**src/rtl/imm_ext_pkg.sv**
```systemverilog
// Shared types for the immediate-extension pipe: extension modes and mode width.
package imm_ext_pkg;

  localparam int unsigned MODE_W = 2;

  typedef enum logic [MODE_W-1:0] {
    ZERO   = 2'd0,
    SIGN   = 2'd1,
    UPPER  = 2'd2,
    BRANCH = 2'd3
  } imm_mode_e;

endpackage

```
**src/rtl/imm_ext_fifo.sv**
```systemverilog
// Small circular buffer holding extended immediates (plus tag when enabled).
module imm_ext_fifo #(
  parameter int unsigned W     = 16,
  parameter int unsigned DEPTH = 2,
  parameter int unsigned CntW  = $clog2(DEPTH + 1)
) (
  input  logic            clk,
  input  logic            rst,
  input  logic            flush_i,
  input  logic            push_i,
  input  logic [W-1:0]    wdata_i,
  input  logic            pop_i,
  output logic            valid_o,
  output logic [W-1:0]    rdata_o,
  output logic [CntW-1:0] count_o
);

  localparam int unsigned PtrW = (DEPTH > 1) ? $clog2(DEPTH) : 1;

  logic [W-1:0]    mem_q [DEPTH];
  logic [PtrW-1:0] wr_ptr_q, wr_ptr_d;
  logic [PtrW-1:0] rd_ptr_q, rd_ptr_d;
  logic [CntW-1:0] count_q, count_d;
  logic            do_push, do_pop;

  function automatic logic [PtrW-1:0] ptr_inc(input logic [PtrW-1:0] p);
    return (p == PtrW'(DEPTH - 1)) ? '0 : p + PtrW'(1);
  endfunction

  // Flush overrides both push and pop for the cycle.
  assign do_push = push_i && !flush_i;
  assign do_pop  = pop_i && valid_o && !flush_i;

  always_comb begin
    wr_ptr_d = wr_ptr_q;
    rd_ptr_d = rd_ptr_q;
    count_d  = count_q;
    if (flush_i) begin
      wr_ptr_d = '0;
      rd_ptr_d = '0;
      count_d  = '0;
    end else begin
      if (do_push) wr_ptr_d = ptr_inc(wr_ptr_q);
      if (do_pop)  rd_ptr_d = ptr_inc(rd_ptr_q);
      if (do_push && !do_pop)      count_d = count_q + CntW'(1);
      else if (!do_push && do_pop) count_d = count_q - CntW'(1);
    end
  end

  always_ff @(posedge clk or posedge rst) begin
    if (rst) begin
      wr_ptr_q <= '0;
      rd_ptr_q <= '0;
      count_q  <= '0;
    end else begin
      wr_ptr_q <= wr_ptr_d;
      rd_ptr_q <= rd_ptr_d;
      count_q  <= count_d;
    end
  end

  always_ff @(posedge clk) begin
    if (do_push) mem_q[wr_ptr_q] <= wdata_i;
  end

  assign valid_o = (count_q != '0);
  // Gate the head so the output reads zero whenever the buffer is empty.
  assign rdata_o = valid_o ? mem_q[rd_ptr_q] : '0;
  assign count_o = count_q;

endmodule

```
**src/rtl/imm_extend_pipe.sv**
```systemverilog
// Immediate extender (zero/sign/upper/branch) feeding a DEPTH-entry output buffer.
// Define IMM_EXT_TAG_EN to carry a TAG_W-bit sideband tag alongside each immediate.
module imm_extend_pipe
  import imm_ext_pkg::*;
#(
  parameter int unsigned IMM_W       = 7,
  parameter int unsigned OUT_W       = 16,
  parameter int unsigned DEPTH       = 2,
  parameter int unsigned UPPER_SHAMT = 9,
  parameter int unsigned TAG_W       = 4
) (
  input  logic                         clk,
  input  logic                         rst,
  input  logic                         flush,
  input  logic                         in_valid,
  output logic                         in_ready,
  input  logic [IMM_W-1:0]             in_imm,
  input  logic [MODE_W-1:0]            in_mode,
`ifdef IMM_EXT_TAG_EN
  input  logic [TAG_W-1:0]             in_tag,
`endif
  output logic                         out_valid,
  input  logic                         out_ready,
  output logic [OUT_W-1:0]             out_imm,
`ifdef IMM_EXT_TAG_EN
  output logic [TAG_W-1:0]             out_tag,
`endif
  output logic [$clog2(DEPTH+1)-1:0]   count
);

  localparam int unsigned CntW = $clog2(DEPTH + 1);
`ifdef IMM_EXT_TAG_EN
  localparam int unsigned EntryW = OUT_W + TAG_W;
`else
  localparam int unsigned EntryW = OUT_W;
`endif

  logic              ready_q;
  logic [OUT_W-1:0]  ext_zero, ext_sign, ext_imm;
  logic [EntryW-1:0] wdata, rdata;
  logic              push;

  assign ext_zero = OUT_W'(in_imm);
  assign ext_sign = OUT_W'($signed(in_imm));

  always_comb begin
    ext_imm = ext_zero;
    unique case (imm_mode_e'(in_mode))
      ZERO:   ext_imm = ext_zero;
      SIGN:   ext_imm = ext_sign;
      UPPER:  ext_imm = ext_zero << UPPER_SHAMT;
      BRANCH: ext_imm = ext_sign << 1;
    endcase
  end

  // Holds in_ready low during reset and until the first edge after release.
  always_ff @(posedge clk or posedge rst) begin
    if (rst) ready_q <= 1'b0;
    else     ready_q <= 1'b1;
  end

  assign in_ready = ready_q && (count != CntW'(DEPTH)) && !flush;
  assign push     = in_valid && in_ready;

`ifdef IMM_EXT_TAG_EN
  assign wdata   = {in_tag, ext_imm};
  assign out_tag = rdata[EntryW-1 -: TAG_W];
`else
  assign wdata   = ext_imm;
`endif
  assign out_imm = rdata[OUT_W-1:0];

  imm_ext_fifo #(
    .W    (EntryW),
    .DEPTH(DEPTH),
    .CntW (CntW)
  ) u_fifo (
    .clk    (clk),
    .rst    (rst),
    .flush_i(flush),
    .push_i (push),
    .wdata_i(wdata),
    .pop_i  (out_ready),
    .valid_o(out_valid),
    .rdata_o(rdata),
    .count_o(count)
  );

endmodule

```
**config.mk**
```make
export PLATFORM = sky130hd
export DESIGN_NAME = imm_extend_pipe
export DESIGN_NICKNAME = d
export VERILOG_FILES = /design/src/rtl/imm_ext_pkg.sv /design/src/rtl/imm_ext_fifo.sv /design/src/rtl/imm_extend_pipe.sv
export SDC_FILE = /design/constraint.sdc
export NUM_CORES = 1
export LEC_CHECK = 0
export ABC_AREA = 1
export CAP_MARGIN = 25
export CORE_MARGIN = 4
export CORE_UTILIZATION = 51
export DETAILED_ROUTE_END_ITERATION = 8
export PLACE_DENSITY_LB_ADDON = 0.3
export SETUP_SLACK_MARGIN = 0.02
export SLEW_MARGIN = 30
export SYNTH_ARGS = -nofsm -noshare
export SYNTH_HDL_FRONTEND = slang
export SYNTH_HIERARCHICAL = 1
export SYNTH_SLANG_ARGS = --single-unit
export TNS_END_PERCENT = 100
```
**constraint.sdc**
```tcl
create_clock -name clk -period 2.3 [get_ports clk]
set_input_delay 0.46 -clock clk [delete_from_list [all_inputs] [get_ports clk]]
set_output_delay 0.46 -clock clk [all_outputs]
set_load 0.05 [all_outputs]
```
; Word level (Yosys, flattened, before mapping)
; Memory sizes are Yosys's and may differ from the RTL's.
; Cells that the tools add are included.
[totals]
mem_bits_ro = 0
ramBits = 32
latchBits = 0
ff_bits = 5
inputBits = 14
n_memories = 1
word_cells = 42
out_inout_bits = 20
[classes]
addsub = 4
reduce_logical = 16
n_eq_ne = 4
multipliers = 0
bitwise_logic = 0
order_cmp = 0
muxes = 13
shift = 0
n_div = 0
[memory_table]
columns = memory, words, word_bits, rd, rd_clocked_by_memory_dff, wr, line_no
row1 = u_fifo.mem_q, 2, 16, 1, 0, 1, imm_ext_fifo.sv:20  ; logic [W-1:0] mem_q [DEPTH];
[ops]
columns = operator, count
row1 = 16-bit one-hot mux with 4 select lines, 1
row2 = 16-bit 2-to-1 mux, 1
row3 = 1-bit logical AND, 8
row4 = 1-bit 2-to-1 mux, 8
row5 = 2-bit 2-to-1 mux, 3
row6 = 2-bit nonzero test, 3
row7 = 2-bit == test (second input constant), 2
row8 = 1-bit logical NOT, 3
row9 = 3-bit nonzero test, 1
row10 = 1-bit adder (second input constant), 2
row11 = 2-bit by 1-bit adder with 2-bit output (second input constant), 1
row12 = 2-bit by 1-bit == test with 1-bit output (second input constant), 1
row13 = 2-bit logical NOT, 1
row14 = 2-bit != test (second input constant), 1
row15 = 2-bit by 1-bit subtractor with 2-bit output (second input constant), 1

; Logic depth before layout (Yosys ltp)
; Gate-level depths: netlist of run 1.
[depth]
depth_word = 10
depth_mapped = 10
ltp_nobuf = 10

; Modules after synthesis
; Netlist of run 1, hierarchy kept.
[by_module_without_submodules]
columns = mod, cells_each, instances, seq_area_each_um2, area_each_um2
row1 = imm_ext_fifo, 121, 1, 1061.0, 1525.2
row2 = imm_extend_pipe, 44, 1, 25.0, 214.0

; Least setup slack after synthesis of run 1
; Ideal clock, no wire load.
[synth_timing]
path_kind = flip-flop to flip-flop
start = register u_fifo.count_q[0], in the netlist u_fifo/count_o[0]
end = memory u_fifo.mem_q[1][0], enable pin
required_time_ps = 1911
slack_ps = -133
stages_incl_launch_ff = 9
arrival_time_ps = 2044
path_buffers = 0
setup_ps = 389
period_less_slack_ps = 2433
path_cell_list = dfrtp_1 inv_1 nand2_1 nand2_1 nor2_1 inv_2 nor2_2 inv_1 nor2_1
[synth_via]
elab_chain_len = 7
[synth_rtl]
columns = element, line_no
row1 = "start, declared", imm_ext_fifo.sv:23  ; logic [CntW-1:0] count_q, count_d;
row2 = "start signal, assigned", imm_ext_fifo.sv:58  ; count_q <= count_d;
row3 = 2-bit != test, imm_extend_pipe.sv:62  ; assign in_ready = ready_q && (count != CntW'(DEPTH)) && !flush;
row4 = 1-bit logical AND (2 in series), imm_extend_pipe.sv:62
row5 = 1-bit logical AND, imm_extend_pipe.sv:63  ; assign push = in_valid && in_ready;
row6 = via push, imm_extend_pipe.sv:41  ; logic push;
row7 = 1-bit logical AND, imm_ext_fifo.sv:31  ; assign do_push = push_i && !flush_i;
row8 = 1-bit 2-to-1 mux, imm_ext_fifo.sv:63  ; if (do_push) mem_q[wr_ptr_q] <= wdata_i;
row9 = 1-bit 2-to-1 mux (not written as such), imm_ext_fifo.sv:63
row10 = "end, declared", imm_ext_fifo.sv:20
; The timed path passes the listed nets, and every way through them passes these cells.

; Worst setup path after layout of run 1
[layout_timing]
start = register u_fifo.count_q[0], in the netlist u_fifo/count_o[0]
end = output port count[0]
[layout_lines]
columns = element, line_no
row1 = "end, declared", imm_extend_pipe.sv:28  ; output logic [$clog2(DEPTH+1)-1:0] count
; No word-level cell between the ends.

==> results of run 1 <==
-- routing by layer --
metal / global-route usage / routed length [um]
met4: 0.08376 / 57
met3: 0.05442 / 210
met1: 0.1815 / 1338
met5: 0 / 0
met2: 0.3371 / 1811
-- logic make-up after synthesis --
group | after synthesis | synth area share
compound gates | 31 | 0.1151
flops | 37 | 0.6245
buf+inv | 28 | 0.07842
simple gates | 68 | 0.1799
other cells | 1 | 0.002156
-- path summary, 6_finish.rpt --
check                                                   start                      endpoint  slack [ps]  cells after the start
worst max-delay path            u_fifo/count_o[0]$_DFFE_PP0P_                      count[0]         170                      1
worst min-delay path                                      rst             ready_q$_DFF_PP0_         290                      2
worst max register to register  u_fifo/count_o[0]$_DFFE_PP0P_  u_fifo/mem_q[0][7]$_DFFE_PP_         420                      9
worst min register to register    u_fifo/wr_ptr_q$_DFFE_PP0P_   u_fifo/wr_ptr_q$_DFFE_PP0P_         510                      1
max in group asynchronous                                 rst   u_fifo/rd_ptr_q$_DFFE_PP0P_        1810                      2
min in group clk                  u_fifo/wr_ptr_q$_DFFE_PP0P_   u_fifo/wr_ptr_q$_DFFE_PP0P_         510                      1
-- what timing repair did --
action	4_1_cts	5_1_grt
endpoints found under the setup margin	1	16
resized for setup	1	1
setup buffers	0	0
-- power breakdown --
group | internal (W) | switching [W] | leakage [nW]
clock | 0.000111 | 0.000183 | 0.0258
combinational | 0.000206 | 0.000310 | 0.558
sequential | 0.000747 | 0.0000206 | 0.356
-- sequential cells by signal, indices dropped and copies added, names as in the netlist --
name and count:
u_fifo/rd_ptr_q 1, u_fifo/mem_q 32, ready_q 1, u_fifo/count_o 2, u_fifo/wr_ptr_q 1
-- cell usage after synthesis, drive strengths merged --
library cell	number
a21oi	17
edfxtp	32
clkinv	1
inv	23
conb	1
nand2	54
nor2	7
nand3	3
nand4	4
o21ai	14
buf	4
dfrtp	5
-- metrics by stage --
stage	utilization	hold WS [ps]	instances	TNS (ps)	setup WS, ps
after global routing	0.7496	304.8	250	0	92.10
after detailed placement	0.7353	496.9	243	-72.05	-7.483
after floorplan	-	188.7	165	-4244	-132.7
after global placement	0.7353	496.5	243	0	140.6
final	0.7496	293.8	250	0	170.6
after CTS	0.7492	282.9	250	0	22.33
-- placed cells by master (no fill, tap or decap) --
master           synthesis  layout
nand3_1                  2       2
nand4_1                  4       4
a21oi_2                 10      16
nand2_2                  2       2
clkinv_1                 0       1
buf_4                    0       5
buf_12                   0      17
clkbuf_4                 0       5
a21oi_1                  7       1
o21ai_1                 12      12
inv_2                    3       3
inv_1                   19      19
nand2_1                 49      49
clkdlybuf4s50_1          0      15
dlygate4sd2_1            0       1
nand3_2                  1       1
clkbuf_1                 0       1
o21ai_2                  2       2
nor2_1                   6       6
inv_6                    1       1
nand2_8                  1       1
dfrtp_2                  0       1
conb_1                   1       1
edfxtp_1                32      32
dfrtp_1                  5       4
clkinv_4                 1       1
nor2_2                   1       1
nand2_4                  2       2
-- layout make-up --
type,count,area share
sequential,37,0.4600
multi-input combinational,100,0.2282
timing repair buffer,38,0.2271
inverter,24,0.04235
tap,44,0.02329
clock buffer,6,0.01747
clock inverter,1,0.001588
==> results.md, run 1 <==
Power:
- Summed over all cells, the static leakage comes to 0.9397 nW.
- The total power per unit cell area is 667.3 nW/um^2.
- The total design power is 0.001577 W.
- The largest voltage drop on the vdd net is 470.6 uV.

Layout:
- The sequential cells in the finished layout cover a total of 1087 um^2.
- The filler cells instantiated in the layout total 234.
- The antenna diode count is 0.
- The area of all placed cells without fillers is 2364 um^2.
- Of the cells placed in the final design, the portion with a size suffix greater than 1 is 0.2816.
- The multi-input gate area in the final layout is 539.3 um^2.
- Compared with the post-synthesis result, the final layout area differs by 35.90%.
- For this run, the post-layout net count is 220.

Synth:
- The area of the mapped netlist is 1739 um^2.
- The Yosys step of the flow raised 6 warnings.
- Ranked by total cell area, the synthesized netlist is headed by edfxtp_1 55%, nand2_1 11%, dfrtp_1 7.2%.
- Of the post-synthesis cell area, the dominant cell type holds 0.5525.
- In this run the mean area of a mapped cell was 10.54 um^2.
- Counting every net in the synthesized netlist gives 179.
- The netlist uses 23 different library cells.
- The post-synthesis sequential area ratio is 0.6245.
- Counting every instance in the synthesized netlist gives 165.
- The synthesized design spends more area on one cell type than any other, namely edfxtp_1.
- The synthesized design contains 37 register bits.

Floorplan:
- The overall die height is 66.40 um.
- The I/O pin count is 34.
- In this run the core area contains 20 standard-cell rows.
- Measured along the x axis, the die boundary spans 66.40 um.
- The area of the core is 3153 um^2.
- The die area is 4408 um^2.
- For this configuration, the core starts out at a cell density of 0.5516.

GRT:
- The first-pass GRT wire length is 5.685 mm.
- Across every metal layer, demand over resource in global routing totals 0.1812.
- The number of global-route vias before repair is 1272.
- Summed over all layers, the global routing overflow is 0.
- The number of antenna violations at the first check in global routing was 0.
- Entering global routing, the biggest net connects 19 pins.

Place:
- The count of buffers added on input and output ports is 33.
- The routability congestion estimate from global placement is 0.8574.
- The placed instance area is 2318 um^2.
- The half-perimeter wire length after detailed placement is 2.635 mm.

STA:
- The part of the cycle the worst path needs is 0.9258.
- The transition at the pin with the smallest max-transition slack is 496.6 ps.
- The hold violation total from the final report is 0.
- Setup repair after global routing left no endpoint under its margin.
- The final-report max-slew violation count is 0.
- The final critical delay including setup and external delays is 2129 ps.
- The final setup violation count is 0.
- The worst pin sits at a relative slew slack of 0.6679.
- The final clock skew is 3.905 ps.
- The top achievable clock speed is 0.4696 GHz.

Critical path:
- The gate family responsible for the most delay along the worst path is buffers and inverters.
- For the worst setup path, the data arrival time is 1670 ps.
- The type of destination of the critical path is a primary output.
- Traced cell by cell, the critical path runs through clkdlybuf4s50_1.
- The kind of critical path is flop to primary output.
- The worst setup path is launched from a flop.
- The number of buffers and inverters on the critical path is 1.
- The critical-path cell with the highest stage delay is clkdlybuf4s50_1.
- Of all nets on the critical path, the largest fanout is 7.
- The largest stage delay on the critical path is 850 ps.
- At the worst endpoint, the required time is 1840 ps.

Clock tree:
- The CTS tree is done.
- The number of buffers created by CTS is 5.
- The clock latency at the later pin of the worst-skew pair is 330 ps.
- The tree built by TritonCTS fans out to 37 sinks.
- After clock tree synthesis, the flow added hold-fix buffers numbering 0.
- The H-tree level count is 2.
- The clock tree root buffer cell is clkbuf_4.
- Clock-pin slew was measured on the worst setup and hold paths at 90 ps.
- The clock passes through at most 2 buffers.

Routing:
- The sum of routed wire length over all layers is 3.417 mm.
- The detailed router's first-iteration violation count is 88.
- The average wire per standard cell is 13.67 um.
- The first detailed-routing pass took 4 iterations.
- The remaining antenna violation count is 0.
- The vias after detailed routing is 1253.
- The detail-routed via count per cell is 5.012.
- For this run, design rule violations remaining after detail routing come to 0.

Run status:
- The run finished with clean final reports.

Run:
- The tool flagged a number of max-cap violations equal to 0.

Worst hold path:
- The type of the worst min-delay path is primary input to async pin.
No activity file was read; power rests on OpenSTA's default activity.
==> run 2: changes to the inputs <==
--- a/config.mk
+++ b/config.mk
@@ -10,7 +10,7 @@
 export CORE_MARGIN = 4
 export CORE_UTILIZATION = 51
 export DETAILED_ROUTE_END_ITERATION = 8
-export PLACE_DENSITY_LB_ADDON = 0.3
+export PLACE_DENSITY = 0.76
 export SETUP_SLACK_MARGIN = 0.02
 export SLEW_MARGIN = 30
 export SYNTH_ARGS = -nofsm -noshare
==> run 2 against run 1 <==
Clock power is essentially flat. Critical path depth is the same. Die area is the same. Largest cell class unchanged. Largest power group unchanged. Total power grew 0.18%. Sequential power shrank 0.5%. Global-route usage shrank 1.3 points. Register-to-register slack gained 20 ps. Sequential share of layout area shrank 0.53 points. Worst hold slack lost 11 ps. Wire length shrank 5.9%. Final area grew 1.1%. Highest routed layer unchanged. Fmax grew 0.11%.
==> results.md, run 2 (synthesis results as in run 1) <==
Run status:
- The flow ran to the end, and the final reports show no timing, DRC or antenna violations.

Clock tree:
- The number of buffers added to fix hold violations after cts is 0.
- The clock-pin slew reported for the worst setup and hold paths after clock tree synthesis is 100 ps.
- The H-tree level count is 2.
- The clock tree root buffer cell is clkbuf_4.
- The number of sinks on the clock net is 37.
- TritonCTS built the clock tree.
- The clock latency at the later pin of the worst-skew pair is 320 ps.
- The number of buffers on the longest clock path is 2.
- Buffers inserted during clock tree synthesis total 5.

Worst hold path:
- The worst hold path belongs to the class primary input to async pin.

Critical path:
- In this run the critical register-to-register path is captured at u_fifo/mem_q[0][13]$_DFFE_PP_.
- The largest stage delay on the critical path is 850 ps.
- The setup check on the worst reg-to-reg path leaves a slack of 440 ps.
- The critical-path cell with the highest stage delay is clkdlybuf4s50_1.
- The most critical setup path has its startpoint at u_fifo/count_o[0]$_DFFE_PP0P_.
- The number of cells on the worst reg-to-reg path is 9.
- The critical path goes through clkdlybuf4s50_1.
- The worst setup path is captured at a primary output.
- The start of the worst register-to-register path is u_fifo/count_o[0]$_DFFE_PP0P_.
- The critical path capture point is count[0].
- Along the worst path, the maximum fanout reaches 7.
- The critical path required time is 1840 ps.
- The cell family contributing the most delay on the critical path is buffers and inverters.
- The type of element launching the critical path is a flop.
- The data arrival time of the worst path is 1670 ps.
- By startpoint and endpoint, the worst setup path is classified as flop to primary output.
- The number of buffers and inverters on the critical path is 1.
- In this run the number of cells on the critical path is 1.

STA:
- The hold violation total from the final report came to 0.
- The transition at the pin with the smallest max-transition slack is 503.0 ps.
- The final setup violation count is 0.
- The final clock skew is 5.958 ps.
- The clock period could shrink to 2127 ps.
- For this run, the top clock speed supported by timing is 0.4701 GHz.
- The relative max-transition margin is 0.6636.
- Of the available clock period, the critical path in the final layout requires 0.9248.
- The worst hold slack across all endpoints is 283.3 ps.
- After layout, the worst setup slack is 173.0 ps.
- The final-report max-slew violation count is 0.
- Setup repair after global routing left no endpoint under its margin.

Floorplan:
- Measured along the x axis, the die boundary spans 66.40 um.
- The effective utilization at floorplan is 0.5516.
- The floorplan step defined a die boundary enclosing 4408 um^2.
- The floorplan has 20 rows.
- For this design the top-level I/O count stands at 34.
- After floorplanning, the core was sized to cover 3153 um^2.
- The die is 66.40 um tall.

Layout:
- The number of antenna diodes in the final layout is 0.
- Leaving out fill and tap cells, the most frequent cell in the layout is nand2_1.
- After filler insertion, the fill cell instance count of the layout stands at 232.
- The final core utilization is 0.7575.
- The fraction of final layout cells sized beyond drive strength 1 is 0.2767.
- From synthesis to final layout, the design area changed by 37.34%.
- The register with the most flip-flops in the layout has 32 of them.
- The post-layout net count is 219.
- The register ranked first by flip-flop count is u_fifo/mem_q.
- The library cells used most frequently in the layout, excluding fill and tap cells, are 49 x nand2_1, 32 x edfxtp_1, 19 x inv_1, 19 x buf_12, 16 x a21oi_2.

Power:
- The completed layout was analyzed and its total power is 0.001580 W.
- The analysis attributes to cell leakage a power of 0.9555 nW.
- The total power per unit cell area is 661.5 nW/um^2.
- The worst-case IR drop observed on VDD is 492.1 uV.

Routing:
- The number of remaining DRC errors is 0.
- The first detailed-routing pass took 4 iterations.
- The detail-routed via count per cell is 4.944.
- The detail route stage leaves a number of antenna-violating nets equal to 0.
- The sum of routed wire length over all layers is 3.217 mm.
- The first routing iteration left 89 violations.
- The final route contains 1236 vias.
- After detailed routing, the average wire length per cell comes to 12.87 um.

Place:
- The half-perimeter wire length after detailed placement is 2.467 mm.
- The number of port buffers is 33.
- The routability congestion estimate from global placement is 0.8499.
- OpenSTA, run right after detailed placement, puts the worst setup slack at 57.18 ps.

GRT:
- Across every metal layer, demand over resource in global routing totals 0.1679.
- The number of antenna violations at the first check in global routing is 0.
- The first global-routing pass estimated 5.499 mm of wire.
- The number of global-route vias before repair is 1236.
- The largest net degree at the start of global routing is 19.
- The total overflow left after global routing is 0.

Run:
- The max-capacitance violation count is 0.
[run 2: cell count changes in the layout (fill, tap and decap cells not counted)]
cell / before / now
buf_4: 5 / 2
buf_12: 17 / 19
clkbuf_1: 1 / 0
clkinv_1: 1 / 2
clkinv_2: 0 / 1
dfrtp_1: 4 / 5
dfrtp_2: 1 / 0
dlygate4sd2_1: 1 / 0
dlymetal6s2s_1: 0 / 1
[run 2: worst min path at each step]
stage          cells after the start                           to                         from  slack [ps]
3_3_place_gp                       1  u_fifo/wr_ptr_q$_DFFE_PP0P_  u_fifo/wr_ptr_q$_DFFE_PP0P_         500
2_1_floorplan                      1            ready_q$_DFF_PP0_                          rst         190
4_1_cts                            2            ready_q$_DFF_PP0_                          rst         270
6_report                           2            ready_q$_DFF_PP0_                          rst         280
5_1_grt                            2            ready_q$_DFF_PP0_                          rst         270
3_5_place_dp                       1  u_fifo/wr_ptr_q$_DFFE_PP0P_  u_fifo/wr_ptr_q$_DFFE_PP0P_         490
[run 2: through the flow]
stage | TNS (ps) | instances | instance area, um^2
finish | 0 | 250 | 2389
detailed placement | 0 | 242 | 2336
global route | 0 | 250 | 2389
CTS | 0 | 250 | 2386
floorplan | -4244 | 165 | 1762
global placement | 0 | 242 | 2336
[run 2: timing repair]
action	4_1_cts	5_1_grt
endpoints found under the setup margin	0	1
gates resized for setup	0	1
endpoints found under the hold margin	0	0
setup buffers	0	0
[run 2: where the power goes]
part	internal [W]	switching (W)
Clock	0.000110	0.000183
Combinational	0.000211	0.000312
Sequential	0.000747	0.0000176
Total	0.00107	0.000512
[run 2: layout make-up]
cell class,instances,area (um^2),share of cell area
Clock inverter,3,12.51,0.005238
Sequential cell,37,1086,0.4547
Inverter,24,100.1,0.04191
Tap cell,44,55.05,0.02305
Multi-Input combinational cell,100,539.3,0.2258
Clock buffer,5,37.54,0.01572
Timing Repair Buffer,37,558.0,0.2336
[run 2: metal layers]
metal	GRT usage	wire, um	vias to the layer above
met5	0	0	-
li1	-	-	626
met2	0.2800	1568	52
met3	0.04082	180	4
met1	0.2109	1424	554
met4	0.06091	44	0
